==> src/rtl/demod_pkg.sv <==
// Shared constants for the lock-in demodulator: waveform bus field offsets,
// FSM/MAC encodings and default widths.
package demod_pkg;

    localparam int DAC_MSB  = 79;
    localparam int FREQ_MSB = 63;
    localparam int SIN_MSB  = 31;
    localparam int COS_MSB  = 15;

    localparam int ACC_W_DEF = 48;
    localparam int CNT_W_DEF = 16;

    typedef enum logic {
        ST_IDLE  = 1'b0,
        ST_ACCUM = 1'b1
    } demod_state_t;

    typedef enum logic [1:0] {
        MAC_HOLD = 2'd0,
        MAC_LOAD = 2'd1,
        MAC_ADD  = 2'd2,
        MAC_ZERO = 2'd3
    } mac_op_t;

endpackage

==> src/rtl/demod_mac.sv <==
// One demodulation channel: registered signed 16x16 product feeding a
// wrapping accumulator with load/add/zero/hold control.
module demod_mac
    import demod_pkg::*;
#(
    parameter int ACC_W = ACC_W_DEF
) (
    input  logic             clk,
    input  logic             reset,
    input  logic [15:0]      i_adc,
    input  logic [15:0]      i_ref,
    input  logic [1:0]       i_op,
    output logic [ACC_W-1:0] o_acc
);

    logic signed [31:0] r_prod;
    logic [ACC_W-1:0]   r_acc;
    logic [ACC_W-1:0]   w_prod_ext;

    assign w_prod_ext = {{(ACC_W-32){r_prod[31]}}, r_prod};
    assign o_acc      = r_acc;

    always_ff @(posedge clk) begin
        if (reset) begin
            r_prod <= '0;
            r_acc  <= '0;
        end else begin
            r_prod <= $signed(i_adc) * $signed(i_ref);
            case (mac_op_t'(i_op))
                MAC_LOAD: r_acc <= w_prod_ext;
                MAC_ADD:  r_acc <= r_acc + w_prod_ext;
                MAC_ZERO: r_acc <= '0;
                default:  r_acc <= r_acc;
            endcase
        end
    end

endmodule

==> src/rtl/lockin_demodulator.sv <==
// Lock-in I/Q demodulator: integrates adc*sin / adc*cos per constant-frequency
// segment and hands one result per segment to the readout. Optional DEMOD_SETTLE_EN.
//
// state    | meaning
// ST_IDLE  | no segment open, waiting for the first valid sample
// ST_ACCUM | segment open, accumulating samples of the latched frequency
module lockin_demodulator
    import demod_pkg::*;
#(
    parameter int ACC_W = ACC_W_DEF,
    parameter int CNT_W = CNT_W_DEF
) (
    input  logic             clk_50,
    input  logic             reset,
    input  logic             ADC_acquire,
    input  logic [15:0]      adc_data,
    input  logic [79:0]      output_freq_wfm,
    input  logic [15:0]      settle_samples,
    input  logic             result_ack,
    input  logic             clear_overrun,
    output logic             result_valid,
    output logic [ACC_W-1:0] result_i,
    output logic [ACC_W-1:0] result_q,
    output logic [31:0]      result_freq,
    output logic [CNT_W-1:0] result_count,
    output logic             busy,
    output logic             overrun
);

    localparam logic [CNT_W-1:0] CNT_MAX = {CNT_W{1'b1}};

    logic         r_valid_s1;
    logic [31:0]  r_freq_s1;

    demod_state_t r_state;
    demod_state_t w_next_state;
    logic         w_start;
    logic         w_cont;
    logic         w_close;
    logic         w_discard;
    mac_op_t      w_mac_op;

    logic [31:0]      r_seg_freq;
    logic [CNT_W-1:0] r_count;
    logic [ACC_W-1:0] w_acc_i;
    logic [ACC_W-1:0] w_acc_q;

    logic             r_res_valid;
    logic [ACC_W-1:0] r_res_i;
    logic [ACC_W-1:0] r_res_q;
    logic [31:0]      r_res_freq;
    logic [CNT_W-1:0] r_res_count;
    logic             r_overrun;
    logic             w_unused_dac;

    assign w_unused_dac = ^output_freq_wfm[DAC_MSB -: 16];

    always_ff @(posedge clk_50) begin
        if (reset) begin
            r_valid_s1 <= 1'b0;
            r_freq_s1  <= '0;
        end else begin
            r_valid_s1 <= ADC_acquire;
            r_freq_s1  <= output_freq_wfm[FREQ_MSB -: 32];
        end
    end

    demod_mac #(.ACC_W(ACC_W)) u_mac_i (
        .clk   (clk_50),
        .reset (reset),
        .i_adc (adc_data),
        .i_ref (output_freq_wfm[SIN_MSB -: 16]),
        .i_op  (w_mac_op),
        .o_acc (w_acc_i)
    );

    demod_mac #(.ACC_W(ACC_W)) u_mac_q (
        .clk   (clk_50),
        .reset (reset),
        .i_adc (adc_data),
        .i_ref (output_freq_wfm[COS_MSB -: 16]),
        .i_op  (w_mac_op),
        .o_acc (w_acc_q)
    );

    always_ff @(posedge clk_50) begin
        if (reset) r_state <= ST_IDLE;
        else       r_state <= w_next_state;
    end

    // In ACCUM every cycle carries a valid sample, so a low valid is the falling edge.
    always_comb begin
        w_next_state = r_state;
        w_start      = 1'b0;
        w_cont       = 1'b0;
        w_close      = 1'b0;
        case (r_state)
            ST_IDLE: begin
                if (r_valid_s1) begin
                    w_start      = 1'b1;
                    w_next_state = ST_ACCUM;
                end
            end
            default: begin
                if (!r_valid_s1) begin
                    w_close      = 1'b1;
                    w_next_state = ST_IDLE;
                end else if ((r_freq_s1 != r_seg_freq) || (r_count == CNT_MAX)) begin
                    w_close = 1'b1;
                    w_start = 1'b1;
                end else begin
                    w_cont = 1'b1;
                end
            end
        endcase
    end

`ifdef DEMOD_SETTLE_EN
    logic [15:0] r_settle_cnt;

    always_comb begin
        w_discard = 1'b0;
        if (w_start)     w_discard = (settle_samples != 16'd0);
        else if (w_cont) w_discard = (r_settle_cnt < settle_samples);
    end

    always_ff @(posedge clk_50) begin
        if (reset)                      r_settle_cnt <= '0;
        else if (w_start)               r_settle_cnt <= w_discard ? 16'd1 : 16'd0;
        else if (w_cont && w_discard)   r_settle_cnt <= r_settle_cnt + 16'd1;
    end
`else
    logic w_unused_settle;

    assign w_unused_settle = ^settle_samples;
    assign w_discard       = 1'b0;
`endif

    always_comb begin
        w_mac_op = MAC_HOLD;
        if (w_start)     w_mac_op = w_discard ? MAC_ZERO : MAC_LOAD;
        else if (w_cont) w_mac_op = w_discard ? MAC_HOLD : MAC_ADD;
    end

    always_ff @(posedge clk_50) begin
        if (reset) begin
            r_count    <= '0;
            r_seg_freq <= '0;
        end else if (w_start) begin
            r_count    <= w_discard ? '0 : CNT_W'(1);
            r_seg_freq <= r_freq_s1;
        end else if (w_cont && !w_discard) begin
            r_count    <= r_count + CNT_W'(1);
        end
    end

    // Hold registers capture the pre-update accumulators, so a closing sample
    // can start the next segment in the same cycle.
    always_ff @(posedge clk_50) begin
        if (reset) begin
            r_res_valid <= 1'b0;
            r_res_i     <= '0;
            r_res_q     <= '0;
            r_res_freq  <= '0;
            r_res_count <= '0;
            r_overrun   <= 1'b0;
        end else begin
            if (w_close) begin
                r_res_valid <= 1'b1;
                r_res_i     <= w_acc_i;
                r_res_q     <= w_acc_q;
                r_res_freq  <= r_seg_freq;
                r_res_count <= r_count;
            end else if (result_ack) begin
                r_res_valid <= 1'b0;
            end
            if (w_close && r_res_valid && !result_ack) r_overrun <= 1'b1;
            else if (clear_overrun)                    r_overrun <= 1'b0;
        end
    end

    assign result_valid = r_res_valid;
    assign result_i     = r_res_i;
    assign result_q     = r_res_q;
    assign result_freq  = r_res_freq;
    assign result_count = r_res_count;
    assign busy         = (r_state == ST_ACCUM);
    assign overrun      = r_overrun;

endmodule

==> config.mk <==
export PLATFORM = sky130hd
export DESIGN_NAME = lockin_demodulator
export DESIGN_NICKNAME = d
export VERILOG_FILES = /design/src/rtl/demod_pkg.sv /design/src/rtl/demod_mac.sv /design/src/rtl/lockin_demodulator.sv
export SDC_FILE = /design/constraint.sdc
export NUM_CORES = 2
export LEC_CHECK = 0
export BUFFER_PORTS_ARGS = -buffer_cell sky130_fd_sc_hd__buf_4
export CAP_MARGIN = 20
export CORE_ASPECT_RATIO = 1.1
export CORE_MARGIN = 8
export CORE_UTILIZATION = 57
export CTS_CLUSTER_DIAMETER = 150
export CTS_CLUSTER_SIZE = 20
export DETAILED_ROUTE_END_ITERATION = 12
export GPL_TIMING_DRIVEN = 0
export PLACE_DENSITY_LB_ADDON = 0.25
export RECOVER_POWER = 100
export SETUP_SLACK_MARGIN = 0.02
export SLEW_MARGIN = 25
export SYNTH_ARGS = -nofsm -noshare
export SYNTH_HDL_FRONTEND = slang
export SYNTH_SLANG_ARGS = --single-unit
==> constraint.sdc <==
create_clock -name clk_50 -period 8.2 [get_ports clk_50]
set_input_delay 2.05 -clock clk_50 [delete_from_list [all_inputs] [get_ports clk_50]]
set_output_delay 2.05 -clock clk_50 [all_outputs]
set_load 0.03 [all_outputs]
==> impl_metrics.ini <==
[critical_path]
crit_path_top_delay_cell = clkbuf_1
critical_path.max_fanout = 10
cp.arrival_ps = 8440
crit_top_cell = fa_1
path_class = in -> reg
critPathRequiredTime_ps = 8610
regToRegStartpoint = r_count[10]$_SDFFE_PP0P_
cpPeakStageDelay_ps = 590
path_cells = buf_4 > clkbuf_1 > nor2_1 > fa_1 > fa_1 > fa_1 > fa_1 > fa_1 > inv_1 > fa_1 > inv_1 > ha_2 > a21o_1 > a21oi_1 > o21bai_1 > a21oi_1 > o211ai_1 > a211oi_2 > buf_4 > o41ai_4 > a21o_1 > a21oi_1 > xnor2_2 > nor2_1
crit_path_end_kind = register
startpoint_type = input port
setup.worst_path.start = adc_data[3]

[detailed_routing]
drc = 0
ant_nets = 0
post_drt_wl_per_cell_um = 19.81
drt_iter0_markers = 2357
post_drt_via_cell_ratio = 5.645
vias = 31170
wl_um = 109400
first_pass_iters = 5

[cells_and_area]
drive_gt1_share_pct = 4.183
fillers = 5973
fin_util_pct = 61.93
nNetsFinal = 5565
area_delta_synth_final_pct = 7.934

[synth]
synth_edf_count = 0
avgSynthCellArea_um2 = 8.580
postSynthCellCount = 4415
synth.area.top_cells = fa_1 (28%), dfxtp_1 (21%), ha_1 (8.6%)
synth_nets = 5317
synth_top_cell_by_area = fa_1
ys.flop_type = dfxtp_1
synth_seq_cells = 388
async_flop_share_pct = 0
yosysSeqAreaShare_pct = 20.51
yosys.area.top_type_share_pct = 27.80
syn_area_um2 = 37880
synth_warnings = 0
yosys.cell_types.count = 73

[sta]
clock_skew_ps = 25.72
fin_crit_sh_pct = 97.85
slew_viol_final = 9
setup_viol = 0
max_freq_mhz = 124.6
finalCriticalPeriod_ps = 8024
hold_viol_final = 0
tightestPinTransition_ps = 1740
relSlewSlack_pct = -16.90
rsz0062_at_grt = false

[floorplanning]
io_pins = 264
dieArea_um2 = 74970
die_h_um = 286.4
die_x_um = 261.8
num_rows = 99
start_util_pct = 57.37
core_um2 = 66020

[global_routing]
grt_pass1_wl_um = 172800
grt_antenna_before_repair = 2
grt_use_total_pct = 29.05
grt_pass1_vias = 32240
overflow = 0
grt_max_degree = 24

[placement]
place_hpwl_um = 89340
numPortBuffers = 231
gp_congestion = 0.9989

[clocking]
worstSkewPairLatency_ps = 550
htreeDepth = 1
path_clk_slew_ps = 90
cts_root_buf = clkbuf_16
tritoncts_num_sinks = 388
cts_tree = done
clockBufferDepth = 3
cts_made_buffers = 23

[hold_path]
hold_class = reg -> reg
hold_start = result_i[20]$_SDFFE_PP0P_

[run_status]
violations = capacitance limit, slew limit
status = complete, but fails checks

[run]
drv_cap = 1
==> sequential cells by signal, indices dropped and copies added (netlist names) <==
register	flops
u_mac_q.r_prod	32
u_mac_i.r_prod	32
result_valid	1
result_count	16
r_freq_s1	32
overrun	1
r_valid_s1	1
result_i	48
r_count	16
result_q	48
result_freq	32
u_mac_q.o_acc	48
u_mac_i.o_acc	48
r_seg_freq	32
busy	1
==> Yosys cell counts (all sizes together) (19+ instances only) <==
library cell	number
o211ai	48
and2	253
nand3	24
o22ai	19
xnor2	97
a211oi	47
xor2	102
a21o	92
nor2	245
nor2b	55
dfxtp	388
o21bai	32
inv	598
and3	27
clkbuf	198
nand2b	30
a21oi	346
nand2	720
fa	526
nand4	23
o21ai	111
ha	259
a31oi	26
==> worst max-delay path: cells and delay by family <==
| family | cells | cell delay [ps] |
|---|---|---|
| adder cells (fa/ha/maj) | 7 | 3270 |
| AO/OA/AOI/OAI | 9 | 1470 |
| AND/OR/NAND/NOR | 2 | 230 |
| buffers and inverters | 5 | 970 |
| XOR/XNOR | 1 | 410 |
==> per-layer routing <==
layer	share of wire [%]	GRT usage [%]
met1	39	36.45
met2	48	49.14
met3	7.7	4.032
met4	5.3	13.84
met5	0	0
==> cells by family after synthesis <==
group                      Yosys count  share of synthesized area, %
AOI/OAI and AO/OA                  787                         12.84
xor gates and xnor gates           199                         4.601
adders and majority gates          785                         36.35
buffers and inverters              810                         8.030
DFF                                388                         20.51
muxes                               16                        0.4228
and+or+nand+nor                   1430                         17.25
==> layout make-up <==
cell class,instances,area [µm²],area share [%]
Timing Repair Buffer,237,1224,2.993
Antenna cell,1,2.502,0.006121
Sequential cell,388,7767,19.00
Multi-Input combinational cell,3217,27160,66.42
Buffer,197,820.8,2.008
Clock inverter,1,16.27,0.03978
Clock buffer,23,575.6,1.408
Tap cell,858,1074,2.626
Inverter,599,2248,5.499
==> what timing repair did <==
item	in CTS	in global routing
setup endpoints to repair	9	8
gates resized for setup	44	73
pin swaps	1	10
hold buffers	0	0
buffers inserted	0	6
gates cloned	0	0
==> stage by stage <==
stage               instance area (µm²)  TNS (ps)  setup slack [ps]  cells  hold WS [ps]
global route                      40880         0             9.475   5520         475.0
floorplan                         37880         0             376.5   4415         442.1
detailed placement                40690    -11340             -1352   5504         447.7
global placement                  40690     -8793             -1180   5504         442.3
finish                            40890         0             176.0   5521         453.9
CTS                               41360         0             40.05   5525         459.3
==> final timing paths <==
| kind | to | slack, ps | cells past startpoint |
|---|---|---|---|
| worst max-delay path | u_mac_i.r_prod[31]$_SDFF_PP0_ | 180 | 24 |
| worst min-delay path | result_i[20]$_SDFFE_PP0P_ | 450 | 2 |
| worst max register to register | result_i[13]$_SDFFE_PP0P_ | 3580 | 11 |
| worst min register to register | result_i[20]$_SDFFE_PP0P_ | 450 | 2 |
==> cell usage in the layout, fill, tap and decap left out, types with 24 or more instances in the layout <==
cell and instances:
a21o_1 92, clkbuf_1 286, xor2_1 102, o21ai_0 105
and3_1 27, nor2b_1 55, and2_1 240, ha_1 258
o21bai_1 32, a211oi_1 42, nor2_1 245, nand2_1 720
buf_4 89, fa_1 523, dfxtp_1 388, o211ai_1 48
clkbuf_2 38, xnor2_1 95, inv_1 598, a21oi_1 346
nand2b_1 30, a31oi_1 25, nand3_1 24
Power is left out: the tool's default activity adds up to more than one toggle a clock period on the data nets, which glitch-free logic cannot reach.
